**config.mk**
```make
export PLATFORM = sky130hd
export DESIGN_NAME = prog_loader_flat
export DESIGN_NICKNAME = d
export VERILOG_FILES = /design/src/rtl/prog_loader_if.sv /design/src/rtl/prog_loader.sv /design/src/flat_wrapper.sv
export SDC_FILE = /design/constraint.sdc
export NUM_CORES = 1
export LEC_CHECK = 0
export BUFFER_PORTS_ARGS = -buffer_cell sky130_fd_sc_hd__buf_4
export CAP_MARGIN = 0
export CORE_ASPECT_RATIO = 1.2
export CORE_MARGIN = 1.5
export CORE_UTILIZATION = 53
export CTS_CLUSTER_DIAMETER = 200
export CTS_CLUSTER_SIZE = 28
export DETAILED_ROUTE_END_ITERATION = 16
export PLACE_DENSITY = 0.75
export SYNTH_ARGS = -nofsm -noshare
export SYNTH_HDL_FRONTEND = slang
export SYNTH_SLANG_ARGS = --single-unit
```
**constraint.sdc**
```tcl
create_clock -name clk -period 1.8 [get_ports clk]
set_input_delay 0.18 -clock clk [delete_from_list [all_inputs] [get_ports clk]]
set_output_delay 0.18 -clock clk [all_outputs]
set_load 0.01 [all_outputs]
```
**src/rtl/prog_loader_if.sv**
```systemverilog
// Config byte stream into the bitstream loader.
// Source drives data/valid, loader returns ready.
interface prog_loader_if;
  logic [7:0] cfg_data;
  logic       cfg_valid;
  logic       cfg_ready;

  modport master (
    output cfg_data,
    output cfg_valid,
    input  cfg_ready
  );

  modport slave (
    input  cfg_data,
    input  cfg_valid,
    output cfg_ready
  );
endinterface

```
**src/rtl/prog_loader.sv**
```systemverilog
// Serialises config bytes MSB-first into the prog scan chain,
// then recirculates the chain once and compares CRC-8 values.
module prog_loader #(
  parameter int CHAIN_LEN = 64
) (
  input  logic         clk,
  input  logic         rst_n,
  input  logic         start,
  input  logic         abort,
  prog_loader_if.slave cfg,
  input  logic         chain_out,
  output logic         prog_en,
  output logic         prog_in,
  output logic         busy,
  output logic         done,
  output logic         err
);
  localparam int CNT_W = $clog2(CHAIN_LEN + 1);
  localparam logic [CNT_W-1:0] LEN  = CNT_W'(CHAIN_LEN);
  localparam logic [CNT_W-1:0] LAST = CNT_W'(CHAIN_LEN - 1);

  typedef enum logic [1:0] {
    IDLE, LOAD, VERIFY, DONE
  } state_t;

  state_t           state_q, state_d;
  logic [7:0]       byte_q, byte_d;
  logic [3:0]       cnt_q, cnt_d;
  logic [CNT_W-1:0] req_q, req_d;
  logic [CNT_W-1:0] shf_q, shf_d;
  logic [7:0]       crcl_q, crcl_d;
  logic [7:0]       crcc_q, crcc_d;
  logic             err_q, err_d;
  logic             ready;
  logic             shift;

  function automatic logic [7:0] crc8(
    input logic [7:0] c,
    input logic       b
  );
    return {c[6:0], 1'b0} ^ ((c[7] ^ b) ? 8'h07 : 8'h00);
  endfunction

  always_ff @(posedge clk) begin
    if (!rst_n) begin
      state_q <= IDLE;
      byte_q  <= '0;
      cnt_q   <= '0;
      req_q   <= '0;
      shf_q   <= '0;
      crcl_q  <= '0;
      crcc_q  <= '0;
      err_q   <= 1'b0;
    end else begin
      state_q <= state_d;
      byte_q  <= byte_d;
      cnt_q   <= cnt_d;
      req_q   <= req_d;
      shf_q   <= shf_d;
      crcl_q  <= crcl_d;
      crcc_q  <= crcc_d;
      err_q   <= err_d;
    end
  end

  always_comb begin
    state_d = state_q;
    byte_d  = byte_q;
    cnt_d   = cnt_q;
    req_d   = req_q;
    shf_d   = shf_q;
    crcl_d  = crcl_q;
    crcc_d  = crcc_q;
    err_d   = err_q;
    ready   = 1'b0;
    shift   = 1'b0;
    prog_en = 1'b0;
    prog_in = 1'b0;
    unique case (state_q)
      IDLE, DONE: begin
        if (abort) begin
          state_d = IDLE;
          err_d   = 1'b0;
        end else if (start) begin
          state_d = LOAD;
          byte_d  = '0;
          cnt_d   = '0;
          req_d   = '0;
          shf_d   = '0;
          crcl_d  = '0;
          crcc_d  = '0;
          err_d   = 1'b0;
        end
      end
      LOAD: begin
        ready   = (cnt_q <= 4'd1) && (req_q < LEN);
        shift   = (cnt_q != 4'd0);
        prog_en = shift;
        prog_in = byte_q[7];
        if (abort) begin
          state_d = IDLE;
        end else begin
          if (shift) begin
            byte_d = {byte_q[6:0], 1'b0};
            cnt_d  = cnt_q - 4'd1;
            shf_d  = shf_q + 1'b1;
            crcl_d = crc8(crcl_q, byte_q[7]);
          end
          // reload on the last-bit cycle keeps the stream bubble-free
          if (cfg.cfg_valid && ready) begin
            byte_d = cfg.cfg_data;
            cnt_d  = 4'd8;
            if (int'(req_q) + 8 >= CHAIN_LEN)
              req_d = LEN;
            else
              req_d = req_q + CNT_W'(8);
          end
          if (shift && shf_q == LAST) begin
            state_d = VERIFY;
            byte_d  = '0;
            cnt_d   = '0;
            shf_d   = '0;
          end
        end
      end
      VERIFY: begin
        prog_en = 1'b1;
        prog_in = chain_out;
        if (abort) begin
          state_d = IDLE;
        end else begin
          crcc_d = crc8(crcc_q, chain_out);
          shf_d  = shf_q + 1'b1;
          if (shf_q == LAST) begin
            state_d = DONE;
            shf_d   = '0;
            err_d   = (crcc_d != crcl_q);
          end
        end
      end
      default: state_d = IDLE;
    endcase
  end

  assign cfg.cfg_ready = ready;
  assign busy = (state_q == LOAD) || (state_q == VERIFY);
  assign done = (state_q == DONE);
  assign err  = done && err_q;
endmodule

```
**src/flat_wrapper.sv**
```systemverilog
// flat-port wrapper written by rule: the top's interface ports become plain ports
module prog_loader_flat 
#(
  parameter int CHAIN_LEN = 64
)
  (clk, rst_n, start, abort, chain_out, prog_en, prog_in, busy, done, err, cfg_cfg_data, cfg_cfg_valid, cfg_cfg_ready);
  prog_loader_if cfg_i ();
  input  logic clk;
  input  logic rst_n;
  input  logic start;
  input  logic abort;
  input  logic chain_out;
  output logic prog_en;
  output logic prog_in;
  output logic busy;
  output logic done;
  output logic err;
  input wire logic [$bits(cfg_i.cfg_data)-1:0] cfg_cfg_data;
  input wire logic [$bits(cfg_i.cfg_valid)-1:0] cfg_cfg_valid;
  output wire logic [$bits(cfg_i.cfg_ready)-1:0] cfg_cfg_ready;
  assign cfg_i.cfg_data = cfg_cfg_data;
  assign cfg_i.cfg_valid = cfg_cfg_valid;
  assign cfg_cfg_ready = cfg_i.cfg_ready;
  prog_loader #(.CHAIN_LEN(CHAIN_LEN)) u_core (.clk(clk), .rst_n(rst_n), .start(start), .abort(abort), .cfg(cfg_i), .chain_out(chain_out), .prog_en(prog_en), .prog_in(prog_in), .busy(busy), .done(done), .err(err));
endmodule
```
### Word level (Yosys, flattened, before mapping)

Cells that the tools add are included.

* add/subtract/negate cells: 4
* order comparisons: 3
* eq/ne operators: 17
* muxes and demuxes: 48
* bitwise operators: 4
* reductions and logical operators: 17

Operator list (number)
* 2-to-1 mux 8 bit: 9
* 2-to-1 mux 7 bit: 10
* case mux 8 bit (2 select lines): 3
* >= comparator 32 x 8 -> 1 bit, second input constant: 1
* 2-to-1 mux 4 bit: 6
* case mux 7 bit (3 select lines): 1
* AND reduction 5 bit: 4
* bitwise XOR 8 bit: 2
* case mux 7 bit (2 select lines): 1
* 2-to-1 mux 2 bit: 6
* adder 7 x 4 -> 8 bit, second input constant: 1
* inequality test 2 bit, second input constant: 4
* inequality test 8 bit: 1
* case mux 4 bit (2 select lines): 1
* AND reduction 4 bit: 2
* adder 7 x 1 -> 7 bit, second input constant: 1
* adder 7 x 4 -> 7 bit, second input constant: 1
* equality test 7 x 6 -> 1 bit, second input constant: 1
* < comparator 7 bit, second input constant: 1
* 2-to-1 mux 3 bit: 2
* inequality test 2 x 1 -> 1 bit, second input constant: 3
* inequality test 3 x 2 -> 1 bit, second input constant: 2
* case mux 1 bit (2 select lines): 3
* case mux 2 bit (3 select lines): 1
* 16 further kinds: 26

* bits in registers: 45
* input bits: 14
* output and inout bits: 6
* word-level logic and storage cells: 101

### Logic depth before layout (Yosys ltp)

* depth in word-level cells: 7
* mapped depth: 8
* mapped depth without buffers: 7

### Worst setup path before layout

OpenSTA, ideal clock, no wires.

* path kind: register to register
* start point: register u_core.state_q[0]
* end point: register u_core.shf_q[2]
* setup time: 0.117 ns
* arrival: 1.762 ns
* required time: 1.683 ns
* slack: -0.079 ns
* stages on the path, launching flop included: 9
* buffers on the path: 1
* clock period less this slack: 1.879 ns
* cell sequence: dfxtp_1 > inv_1 > ha_1 > buf_2 > and2b_1 > nor2_2 > o21ai_2 > a22o_1 > a22o_1

* longest elaborated chain between the ends: 4
* elaborated cells on any way between the ends: 12
* classes of those cells: eq/ne: 8; mux: 1; reduce/logical: 3

RTL lines
* start: declaration: line prog_loader.sv:26 `state_t state_q, state_d;`
* start signal: assignment: line prog_loader.sv:55 `state_q <= state_d;`
* equality test 2 bit / zero test 2 bit (equally long branches): line prog_loader.sv:79 `unique case (state_q)`
* OR reduction 2 bit: line prog_loader.sv:79
* inequality test 2 bit (no source line)
* AND reduction 5 bit (no source line)
* end signal: assignment: line prog_loader.sv:50 `shf_q <= '0;`
* end signal: assignment: line prog_loader.sv:59 `shf_q <= shf_d;`
* end: declaration: line prog_loader.sv:30 `logic [CNT_W-1:0] shf_q, shf_d;`

Several ways; a longest one is shown, not always the timed one.
A chain may end at the register's enable or synchronous reset.

### Worst setup path in the final report

* start point: register u_core.state_q[1]
* end point: register u_core.req_q[3]

* longest elaborated chain between the ends: 4
* elaborated cells on any way between the ends: 11
* classes of those cells: eq/ne: 6; mux: 1; reduce/logical: 4

RTL lines
* equality test 2 bit / zero test 2 bit (equally long branches): line prog_loader.sv:79
* OR reduction 2 bit: line prog_loader.sv:79
* inequality test 2 bit (no source line) / nonzero test 2 bit (equally long branches)
* AND reduction 5 bit (no source line)
* end signal: assignment: line prog_loader.sv:58 `req_q <= req_d;`
* end: declaration: line prog_loader.sv:29 `logic [CNT_W-1:0] req_q, req_d;`

Several ways; a longest one is shown, not always the timed one.

==> run metrics <==
startpoint types=flop; CTS clk-pin slew, worst paths=0.08 ns; PortBufs=19; area of the multi-input gates=1540 um^2; total number of vias=2083; Starting Density=0.545; # IOs=20; EDFF count, synth=0; # clock sinks=42; wire per inst=14.2 um; ratio of cells with drive above 1 in the final layout=0.331; CP required=1.98 ns; VDD IR max=0.421 mV; number of synthesized register bits=42; DR iter-0 viols=100; syn avg cell area=between 8 and 9 um^2; Crit path max-delay family=simple AND/OR/NAND/NOR gates; Total Routing Usage GR=0.229; syn_nets=~280; P&R area growth vs syn=31.5%; commonest cells after routing, fill and taps aside=buf_4, dfxtp_1, nand2_1, nor2b_1, a22oi_1; Seq. cell area=848 um^2; n_diodes=0; Tmin final=1.86 ns; post-DP HPWL=between 3 and 4 mm; dpl cell area=2740 um^2; failing checks=negative setup slack; initial antenna violation count=0; drt drc=0; count of pins over their slew limit=0; asr flop ratio synth=0; Final Hold Viols=0; crit path max fanout=7; Post-layout nets=~340; drt total wl=5.31 mm; Routed Antenna Nets=0; Layout Skew=just over 0.008 ns; post-synthesis sequential area ratio=0.367; CTS tree=done; max_cap viols=0; global-route wire length before repair=8.56 mm; final worst path period share=1.03; total core area=about 4200 um^2; Critical path buffers and inverters=2; Setup crit end kind=flop; Site Rows=26; global route overflow=0; clk buf depth=2; DR vias/cell=between 5 and 6; root buf cell=clkbuf_8; Die Span X=63.0 um; vias in the first global route=1941; Arr. time, crit path=2.04 ns; Synth Warn #=0; most common cell after layout, fill and taps aside=buf_4; fin util=0.717; mux cell area share after synthesis=0.0437; Slew @ Worst Pin=0.395 ns; Critical Path Slowest Stage Cell=or3b_4; Post-Synth Adder-Cell Area=0.0383; Die Footprint=4720 um^2; Finished Cell Area=3010 um^2; drt first pass iters=4; Synth Area in Compound Gates=0.216; largest family of logic cells by synthesized area=simple AND/OR/NAND/NOR gates; latest clock arrival within the worst-skew pair=about 0.29 ns; worst path cell trace=inv_2, ha_4, or3b_4, nor3_4, o21a_1, buf_6, mux2i_1, nor2b_1; status=complete, but fails checks; largest net degree at the start of global routing=26; Power Density=657 nW/um^2; fillers=roughly 320; number of hold buffers added after CTS=0; final setup violation count=2; H-Tree Depth=2; Num CTS Buffers=5; Cells after Synth=roughly 260; Die Height=roughly 75 um; fmax=537 MHz; main flop type after synthesis=dfxtp_1; Synth Area in Simple Gates=0.251; setup ws final=-0.0616 ns; CP Class=reg2reg; relative slew slack=0.735; Pleak=roughly 1.2 nW; GPL Wtd Cong=0.855; Distinct cells, synth=52; Netlist Area Pre-Place=2290 um^2; post-synthesis xor/xnor area fraction=0.0498; CP peak stage delay=around 0.42 ns; Worst Hold Class=in2reg; RSZ-0062 raised after global routing=yes
## metal layers
metal | wire length [um] | up-vias | global-route usage | share of wire
li1 | - | 1052 | - | -
met1 | 2280 | 990 | 0.273 | 0.43
met2 | 2770 | 31 | 0.415 | 0.52
met3 | 138 | 10 | 0.0419 | 0.026
met4 | 122 | 0 | 0.0864 | 0.023
met5 | 0 | - | 0 | 0
## repair_timing
item | 4_1_cts | 5_1_grt
buffers inserted | 2 | 4
gates resized for setup | 15 | 28
pin swaps | 4 | 4
setup endpoints to repair | 29 | 41
## where the power goes
part / switching, mW / internal, mW / total, mW
Clock: 0.306 / 0.267 / 0.573
Combinational: 0.225 / 0.215 / 0.440
Sequential: 0.0192 / 0.945 / 0.964
## logic make-up (layout without fill, tap and decap cells)
kind of cell             after synthesis  count (layout)
buffers and inverters                 19              74
XOR/XNOR                              13              13
AND/OR/NAND/NOR                      103             103
AO/OA/AOI/OAI                         68              68
adder cells (fa/ha/maj)                7               7
multiplexers                          10              10
flip-flops                            42              42
## final cells by class
type | instances | share of cell area
Multi-Input combinational cell | 201 | 0.511
Sequential cell | 42 | 0.282
Timing Repair Buffer | 58 | 0.147
Clock buffer | 7 | 0.0254
Tap cell | 56 | 0.0233
Inverter | 9 | 0.0112
## cell usage after synthesis (all sizes together), types with 9 or more instances
cell,n,area [um^2]
mux2i,10,100
inv,9,33.8
nand2,24,90.1
o21ai,14,73.8
xor2,10,87.6
a21oi,10,50.1
nor2b,18,113
dfxtp,42,841
nand3,11,55.1
nor3,9,60.1
nor2,15,58.8
a22oi,14,105
## path summary, 6_finish.rpt
kind,startpoint,depth (start not counted),end,slack [ns]
worst max-delay path,u_core.state_q[1]$_SDFFE_PN0P_,8,u_core.req_q[3]$_SDFFE_PN0P_,-0.06
worst min-delay path,cfg_cfg_data[3],3,u_core.byte_q[3]$_SDFFE_PN0P_,0.14
worst max register to register,u_core.state_q[1]$_SDFFE_PN0P_,8,u_core.req_q[3]$_SDFFE_PN0P_,-0.06
worst min register to register,u_core.byte_q[4]$_SDFFE_PN0P_,2,u_core.byte_q[4]$_SDFFE_PN0P_,0.45
## worst register-to-register path: cells and delay by family, from the launching register on
| kind | cells | cell delay, ns |
|---|---|---|
| AND/OR/NAND/NOR | 3 | 0.67 |
| flip-flops | 1 | 0.32 |
| multiplexers | 1 | 0.22 |
| AO/OA/AOI/OAI | 1 | 0.19 |
| buffers and inverters | 2 | 0.18 |
| adder cells (fa/ha/maj) | 1 | 0.16 |
## stage by stage
stage	cells	hold slack, ns	setup TNS [ns]	power, mW	setup WS [ns]
3_3_place_gp	360	0.435	-1.07	1.34	-0.0788
4_1_cts	369	0.173	-0.126	1.94	-0.0554
3_5_place_dp	360	0.447	-1.59	1.35	-0.114
2_1_floorplan	262	0.367	0	1.21	0.00145
6_report	373	0.144	-0.0661	1.98	-0.0616
5_1_grt	373	0.171	-0.670	2.06	-0.127
## flip-flops by register name (all words and copies together) (netlist names)
register / count
u_core.byte_q: 8
u_core.cnt_q: 4
u_core.crcc_q: 8
u_core.crcl_q: 8
u_core.err_q: 1
u_core.req_q: 4
u_core.shf_q: 7
u_core.state_q: 2
No activity file was read; power rests on OpenSTA's default activity.
